**src/rtl/uart_pkg.sv**
```systemverilog
`default_nettype none
// ============================================================================
// Module      : uart_pkg
// Description : Shared types and defaults for the UART transmit-side blocks.
// Revision    : 1.0 - initial release
// ============================================================================
package uart_pkg;

    localparam int         c_DATA_BITS = 8;
    localparam logic [3:0] c_HDR_TAG   = 4'hA;

    typedef enum logic [1:0] {
        IDLE = 2'd0,
        HDR  = 2'd1,
        XFER = 2'd2
    } arb_state_t;

endpackage
`default_nettype wire

```
**src/rtl/rr_pick.sv**
```systemverilog
`default_nettype none
// ============================================================================
// Module      : rr_pick
// Description : Combinational round-robin selector. Scans upward from
//               last_grant+1 with wrap and returns the first set request.
// Revision    : 1.0 - initial release
// ============================================================================
module rr_pick #(
    parameter int NUM_REQ = 4,
    parameter int IDW     = 2
) (
    input  logic [NUM_REQ-1:0] i_req,
    input  logic [IDW-1:0]     i_last_grant,
    output logic [IDW-1:0]     o_next_idx,
    output logic               o_any_valid
);

    int             w_idx;
    logic [IDW-1:0] w_idx_n;

    // Walk the offsets farthest-first so the nearest requester overwrites.
    always_comb begin
        o_next_idx  = '0;
        o_any_valid = 1'b0;
        w_idx       = 0;
        w_idx_n     = '0;
        for (int k = NUM_REQ; k >= 1; k--) begin
            w_idx   = (int'(i_last_grant) + k) % NUM_REQ;
            w_idx_n = w_idx[IDW-1:0];
            if (i_req[w_idx_n]) begin
                o_next_idx  = w_idx_n;
                o_any_valid = 1'b1;
            end
        end
    end

endmodule
`default_nettype wire

```
**src/rtl/uart_tx_arbiter.sv**
```systemverilog
`default_nettype none
// ============================================================================
// Module      : uart_tx_arbiter
// Description : Packet-level round-robin arbiter feeding the UART TX FIFO.
//               Define UART_TX_ARB_HDR_EN to prefix each packet with a
//               {HDR_TAG, id} header byte.
// Revision    : 1.0 - initial release
// ============================================================================
module uart_tx_arbiter
    import uart_pkg::*;
#(
    parameter int         NUM_REQ   = 4,
    parameter int         DATA_BITS = c_DATA_BITS,
    parameter int         MAX_LEN   = 16,
    parameter logic [3:0] HDR_TAG   = c_HDR_TAG
) (
    input  logic                         clk,
    input  logic                         rst,
    input  logic [NUM_REQ-1:0]           req_valid,
    input  logic [NUM_REQ*DATA_BITS-1:0] req_data,
    input  logic [NUM_REQ-1:0]           req_last,
    output logic [NUM_REQ-1:0]           req_ready,
    input  logic                         tx_full,
    output logic [DATA_BITS-1:0]         tx_data,
    output logic                         tx_wr,
    output logic [$clog2(NUM_REQ)-1:0]   grant_id,
    output logic                         busy,
    output logic                         len_err
);

    localparam int c_IDW = $clog2(NUM_REQ);
    localparam int c_LW  = $clog2(MAX_LEN + 1);
    localparam logic [c_LW-1:0] c_LEN_LAST = c_LW'(MAX_LEN - 1);
    localparam logic [c_LW-1:0] c_LEN_ONE  = c_LW'(1);

    arb_state_t       r_state;
    logic [c_IDW-1:0] r_grant_id;
    logic [c_IDW-1:0] r_last_grant;
    logic [c_LW-1:0]  r_len_cnt;
    logic             r_len_err;

    logic [c_IDW-1:0]     w_pick;
    logic                 w_any_valid;
    logic                 w_sel_valid;
    logic                 w_sel_last;
    logic                 w_accept;
    logic                 w_hdr_wr;
    logic [DATA_BITS-1:0] w_sel_data;
    logic [DATA_BITS-1:0] w_hdr_byte;

    rr_pick #(
        .NUM_REQ (NUM_REQ),
        .IDW     (c_IDW)
    ) u_rr_pick (
        .i_req        (req_valid),
        .i_last_grant (r_last_grant),
        .o_next_idx   (w_pick),
        .o_any_valid  (w_any_valid)
    );

    assign w_sel_valid = req_valid[r_grant_id];
    assign w_sel_last  = req_last[r_grant_id];
    assign w_sel_data  = req_data[int'(r_grant_id) * DATA_BITS +: DATA_BITS];

    // The write path is combinational so a full FIFO stalls in the same cycle.
    always_comb begin
        w_hdr_byte                      = '0;
        w_hdr_byte[DATA_BITS-1 -: 4]    = HDR_TAG;
        w_hdr_byte[c_IDW-1:0]           = r_grant_id;
        req_ready                       = '0;
        if (r_state == XFER && !tx_full) begin
            req_ready[r_grant_id] = 1'b1;
        end
        w_accept = (r_state == XFER) && w_sel_valid && !tx_full;
        w_hdr_wr = (r_state == HDR) && !tx_full;
        tx_wr    = w_accept | w_hdr_wr;
        tx_data  = (r_state == HDR) ? w_hdr_byte : w_sel_data;
    end

    always_ff @(posedge clk) begin
        if (rst) begin
            r_state      <= IDLE;
            r_grant_id   <= '0;
            r_last_grant <= c_IDW'(NUM_REQ - 1);
            r_len_cnt    <= '0;
            r_len_err    <= 1'b0;
        end else begin
            r_len_err <= 1'b0;
            case (r_state)
                IDLE: begin
                    r_len_cnt <= '0;
                    if (w_any_valid) begin
                        r_grant_id   <= w_pick;
                        r_last_grant <= w_pick;
`ifdef UART_TX_ARB_HDR_EN
                        r_state      <= HDR;
`else
                        r_state      <= XFER;
`endif
                    end
                end
                HDR: begin
                    if (!tx_full) begin
                        r_state <= XFER;
                    end
                end
                XFER: begin
                    if (w_accept) begin
                        if (w_sel_last) begin
                            r_state   <= IDLE;
                            r_len_cnt <= '0;
                        end else if (r_len_cnt == c_LEN_LAST) begin
                            // Forced release; the rest re-arbitrates as a new packet.
                            r_state   <= IDLE;
                            r_len_cnt <= '0;
                            r_len_err <= 1'b1;
                        end else begin
                            r_len_cnt <= r_len_cnt + c_LEN_ONE;
                        end
                    end
                end
                default: r_state <= IDLE;
            endcase
        end
    end

    assign grant_id = r_grant_id;
    assign len_err  = r_len_err;
    assign busy     = (r_state != IDLE);

endmodule
`default_nettype wire

```
**config.mk**
```make
export PLATFORM = sky130hd
export DESIGN_NAME = uart_tx_arbiter
export DESIGN_NICKNAME = d
export VERILOG_FILES = /design/src/rtl/uart_pkg.sv /design/src/rtl/rr_pick.sv /design/src/rtl/uart_tx_arbiter.sv
export SDC_FILE = /design/constraint.sdc
export NUM_CORES = 1
export LEC_CHECK = 0
export BUFFER_PORTS_ARGS = -buffer_cell sky130_fd_sc_hd__buf_2
export CAP_MARGIN = 15
export CORE_MARGIN = 5
export CORE_UTILIZATION = 44
export CTS_BUF_LIST = sky130_fd_sc_hd__clkbuf_4 sky130_fd_sc_hd__clkbuf_8 sky130_fd_sc_hd__clkbuf_16
export DETAILED_ROUTE_END_ITERATION = 8
export PLACE_DENSITY = 0.83
export SLEW_MARGIN = 40
export SYNTH_ARGS = -nofsm -noshare
export SYNTH_HDL_FRONTEND = slang
export SYNTH_HIERARCHICAL = 1
export SYNTH_SLANG_ARGS = --single-unit
```
**constraint.sdc**
```tcl
create_clock -name clk -period 2.66 [get_ports clk]
set_input_delay 0.133 -clock clk [delete_from_list [all_inputs] [get_ports clk]]
set_output_delay 0.133 -clock clk [all_outputs]
set_load 0.01 [all_outputs]
```
Yosys cells after proc, flatten, opt, wreduce, memory -nomap -nowiden
Cells that the tools add are included.

Bits in registers: 12. Input bits: 43. Output and inout bits: 17. Word-level logic and storage cells: 75.

$add $sub $neg: 5. Magnitude comparators: 6. Eq/ne operators: 7. Shift operators: 1. Muxes and demuxes: 35. Bitwise operators: 3. Reduce and logical (&&, ||, !) cells: 13.

Operators with widths (count): indexed part select 32 x 6 -> 8 bit (1); 2-to-1 mux 2 bit (9); less-than comparator 2 x 3 -> 1 bit (second input constant) (5); 2-to-1 mux 5 bit (3); binary-select mux 1 bit (select 2 bit) (6); 2-to-1 mux 1 bit (12); one-hot mux 5 bit (2 select lines) (1); 2-to-1 mux 8 bit (1); one-hot mux 2 bit (3 select lines) (1); adder 5 x 1 -> 5 bit (second input constant) (1); == test 5 x 4 -> 1 bit (second input constant) (1); logical AND 1 bit (5); adder 2 x 1 -> 2 bit (second input constant) (2); adder 2 bit (second input constant) (2); 2-to-1 mux 4 bit (1); != test 2 bit (second input constant) (2); AND reduction 2 bit (2); AND reduction 4 bit (1); nonzero test 2 bit (2); OR reduction 4 bit (1); != test 3 x 2 -> 1 bit (second input constant) (1); demux 1 bit (select 2 bit) (1); == test 2 x 1 -> 1 bit (second input constant) (1); == test 2 bit (second input constant) (1); 6 further kinds (7).

Depth between registers and ports, before layout
Depth after elaboration: 9. Depth in mapped cells: 5. Gate-level depth less buffers: 5.

Hierarchy
The synthesis kept the hierarchy.

Modules (own cells, without submodules): uart_tx_arbiter (instances 1, cells each 81, area each 784.5 µm², seq. area each 220.2 µm²); rr_pick (instances 1, cells each 14, area each 91.3 µm², seq. area each 0.0 µm²).

Worst setup path before layout
No wires, ideal clock.

Kind: reg-to-reg. From: reg r_grant_id[0] (netlist: grant_id[0]). To: reg r_len_cnt[3]. Setup time: 0.074 ns. Arrival: 1.563 ns. Required time: 2.586 ns. Setup slack: 1.022 ns. Stages on the path, launching flop included: 6. Buffers on the path: 1. Clock period less this slack: 1.638 ns. Cell sequence: dfxtp_1 -> buf_6 -> mux4_2 -> nor3b_4 -> nand3_1 -> a31oi_1.

Cells in the longest elaborated chain, start to end: 6. Elaborated cells between the ends (all ways): 11. Classes of those cells: eq/ne: 1; mux: 7; reduce/logical: 3.

Ends and longest elaborated chain: from (decl) (line uart_tx_arbiter.sv:37) `logic [c_IDW-1:0] r_grant_id;`; from (signal assigned) (line uart_tx_arbiter.sv:93) `r_grant_id <= w_pick;`; binary-select mux 1 bit (select 2 bit) (line uart_tx_arbiter.sv:61) `assign w_sel_valid = req_valid[r_grant_id];`; 2-to-1 mux 1 bit (implied by the code) (line uart_tx_arbiter.sv:61); logical AND 1 bit (2 in a row) (line uart_tx_arbiter.sv:74) `w_accept = (r_state == XFER) && w_sel_valid && !tx_full;`; != test 2 bit (no line); AND reduction 2 bit (no line); to (signal assigned) (line uart_tx_arbiter.sv:118) `r_len_cnt <= r_len_cnt + c_LEN_ONE;`; to (decl) (line uart_tx_arbiter.sv:39) `logic [c_LW-1:0] r_len_cnt;`.

Several ways; a longest one is shown, not always the timed one. The select of a mux whose other input is x is not followed. A chain may end at the register's enable or synchronous reset.

Worst setup path in the final report
From: reg r_grant_id[1] (netlist: grant_id[1]). To: out tx_wr.

Cells in the longest elaborated chain, start to end: 5.

Ends and longest elaborated chain: binary-select mux 1 bit (select 2 bit) (line uart_tx_arbiter.sv:61); 2-to-1 mux 1 bit (implied by the code) (line uart_tx_arbiter.sv:61); logical AND 1 bit (2 in a row) (line uart_tx_arbiter.sv:74); OR 1 bit (line uart_tx_arbiter.sv:76) `tx_wr = w_accept | w_hdr_wr;`; to (decl) (line uart_tx_arbiter.sv:25) `output logic tx_wr,`.

Every way passes these cells. The select of a mux whose other input is x is not followed.

==> run_results.csv <==
group,metric,value,unit
run_status,outcome,"complete, no violations",
clock_network,post_cts_resized,0,
worst_setup_path,rrSetupSlack,0.84,ns
grt,overflow,0,
final_layout,final_nets,199,
floorplan,core_region_area,1922,µm²
clock_network,cts_buffer_depth,2,
place,place.gp.congestion,0.8155,
worst_setup_path,arrival,1.75,ns
grt,antenna_found_initial,0,
final_layout,syn_to_final_growth,38.86,%
worst_setup_path,endpoint,"tx_wr",
timing,period_share,0.7076,
timing,finalHoldViolCount,0,
grt,grt_max_degree,19,
clock_network,htreeDepth,1,
route,vias,1004,
timing,drv_slew,0,
synthesis,ys.flop_type,"dfxtp_1",
power_and_ir_drop,p_sw_frac,0.3320,
synthesis,syn_inst,95,
synthesis,synth_cell_types,30,
clock_network,cts_buffers,3,
worst_setup_path,worstSetupEndpointType,"output port",
clock_network,cts.clk_slew.worst_paths,0.07,ns
final_layout,layout_commonest_cell,"buf_2",
timing,fmax,531.3,MHz
power_and_ir_drop,power_density,425.4,nW/µm²
grt,grt_pass1_vias,950,
final_layout,final_area,1216,µm²
timing,grt_setup_unrepaired,"false",
clock_network,clock_latency,0.27,ns
power_and_ir_drop,p_int,345.6,µW
floorplan,die_w,54.62,µm
clock_network,root_buffer,"clkbuf_4",
synthesis,netlist_area,875.8,µm²
route,drt_pre_antenna_iters,4,
place,place_area,1186,µm²
route,routedWlPerCell,14.50,µm
power_and_ir_drop,comb_power_share,0.380,
timing,period_minus_slack,1.882,ns
synthesis,synth-edff-count,0,
synthesis,seq_area_frac_synth,0.2514,
clock_network,cts_tree,"yes",
synthesis,synthArstFlopShare,0,
synthesis,avgSynthCellArea,9.219,µm²
timing,setup_viol,0,
worst_setup_path,crit_path_start,"grant_id[1]",
synthesis,syn-num-nets,139,
floorplan,initial_core_util,0.4557,
place,dpl.hpwl,2.188,mm
timing,tns,0,ns
min_path,hold_class,"input port to register",
synthesis,ys_seq_elements,11,
worst_setup_path,rr_endpoint,"r_len_cnt[3]",
timing,slew_headroom,0.5880,
run,cap_violations,0,
synthesis,yosysWarnings,6,
worst_setup_path,critPathKind,"register to output port",
place,portBuffers,59,
worst_setup_path,r2r_cells,4,
final_layout,diodes,0,
route,wl,2.625,mm
clock_network,cts.sinks,11,
final_layout,drive_gt1_frac,0.4740,
floorplan,rows,16,
worst_setup_path,cp_max_fo,17,
worst_setup_path,critPathRequiredTime,2.53,ns
floorplan,die_h,54.62,µm
route,avgViaCountPerCell,5.547,
power_and_ir_drop,vdd_ir_drop_max,0.0003152,V
power_and_ir_drop,seqPwrFrac,0.374,
floorplan,design.die.area,2983,µm²
grt,track_usage,0.1729,
final_layout,final_cell_mix,"59 x buf_2, 14 x nand2_1, 11 x dfxtp_1",
route,drc,0,
worst_setup_path,timing.rr.start,"grant_id[1]",
power_and_ir_drop,p_switching,171.8,µW
clock_network,post_cts_buffers,0,
clock_network,postCtsHoldBufs,0,
route,drt-initial-drc-count,17,
power_and_ir_drop,power_frac_clock,0.245,
route,ant_nets,0,
power_and_ir_drop,p_leak,0.0005686,µW
worst_setup_path,cp-start-kind,"register",
grt,grt_pass1_wl,3.822,mm
timing,fin_skew,0.001613,ns
timing,worst_slew_pin_slew,0.6171,ns
floorplan,io_pins,60,
critical path, cell delays in order (launching register included):
cell      delay [ns]
dfxtp_1         0.72
mux2i_1         0.34
nand2b_1        0.09
and3_1          0.19
buf_2           0.14
worst min-delay path by stage:
| stage | from | to | slack, ns | depth (start not counted) |
|---|---|---|---|---|
| 3_3_place_gp | rst | r_len_cnt[0] | 0.45 | 2 |
| 4_1_cts | rst | grant_id[0] | 0.17 | 2 |
| 2_1_floorplan | tx_full | req_ready[0] | 0.31 | 1 |
| 6_report | rst | r_len_cnt[2] | 0.17 | 2 |
| 3_5_place_dp | rst | r_state[1] | 0.46 | 2 |
| 5_1_grt | rst | r_state[1] | 0.18 | 2 |
kinds of logic (layout without fill, tap and decap cells):
group                      after synthesis  after routing  synth area share
AOI/OAI and AO/OA                       17             17            0.1271
adders and majority gates                1              1           0.01428
buffers and inverters                    7             66           0.03857
DFF                                     11             11            0.2514
muxes                                   12             12            0.2829
and+or+nand+nor                         47             47            0.2857
sequential cells by signal (all words and copies together) (netlist names):
name and flops:
r_state 1, r_last_grant 2, grant_id 2, r_len_cnt 5, len_err 1
per-stage QoR:
| step | total power, µW | hold WS (ns) | instances | utilization | setup slack, ns |
|---|---|---|---|---|---|
| 2_1_floorplan | 319.6 | 0.3126 | 95 | - | 1.022 |
| 3_3_place_gp | 388.0 | 0.4456 | 177 | 0.6172 | 0.9237 |
| 3_5_place_dp | 394.1 | 0.4560 | 177 | 0.6172 | 0.8675 |
| 4_1_cts | 521.8 | 0.1673 | 181 | 0.6328 | 0.7718 |
| 5_1_grt | 548.3 | 0.1841 | 181 | 0.6328 | 0.6272 |
| 6_report | 517.4 | 0.1699 | 181 | 0.6328 | 0.7779 |
metal layers:
metal | track usage | share of wire | up-vias | wire length, µm
met5 | 0 | 0 | - | 0
met4 | 0.08299 | 0.027 | 0 | 70
met3 | 0.04632 | 0.15 | 8 | 395
met2 | 0.3386 | 0.49 | 68 | 1274
met1 | 0.1599 | 0.34 | 451 | 885
li1 | - | - | 477 | -
synthesized netlist by cell type (2+ instances only):
cell,instances,area share
a21oi_1,10,0.057
nor3_1,3,0.017
nand4b_1,2,0.020
nor2_1,8,0.034
mux2i_1,3,0.034
mux4_1,4,0.12
and3_1,2,0.014
inv_1,2,0.0086
clkbuf_1,4,0.017
nand2b_1,5,0.036
a31oi_1,2,0.014
nand3_1,5,0.029
dfxtp_1,11,0.25
nand2_1,14,0.060
mux4_2,5,0.13
cell type report:
type,count,area [µm²]
fill,163,705.7
multi-input combinational,77,621.8
timing repair buffer,60,302.8
sequential,11,220.2
tap,27,33.78
clock buffer,4,30.03
inverter,2,7.507
power by group through the flow:
| stage | logic, µW | registers, µW | clock network [µW] |
|---|---|---|---|
| after global routing | 215 | 197 | 136 |
| after floorplan | 129 | 190 | 0 |
| final | 197 | 194 | 127 |
| after global placement | 192 | 196 | 0 |
| after CTS | 197 | 194 | 131 |
| after detailed placement | 197 | 197 | 0 |
Note: power is estimated with default switching activity, not from simulation.
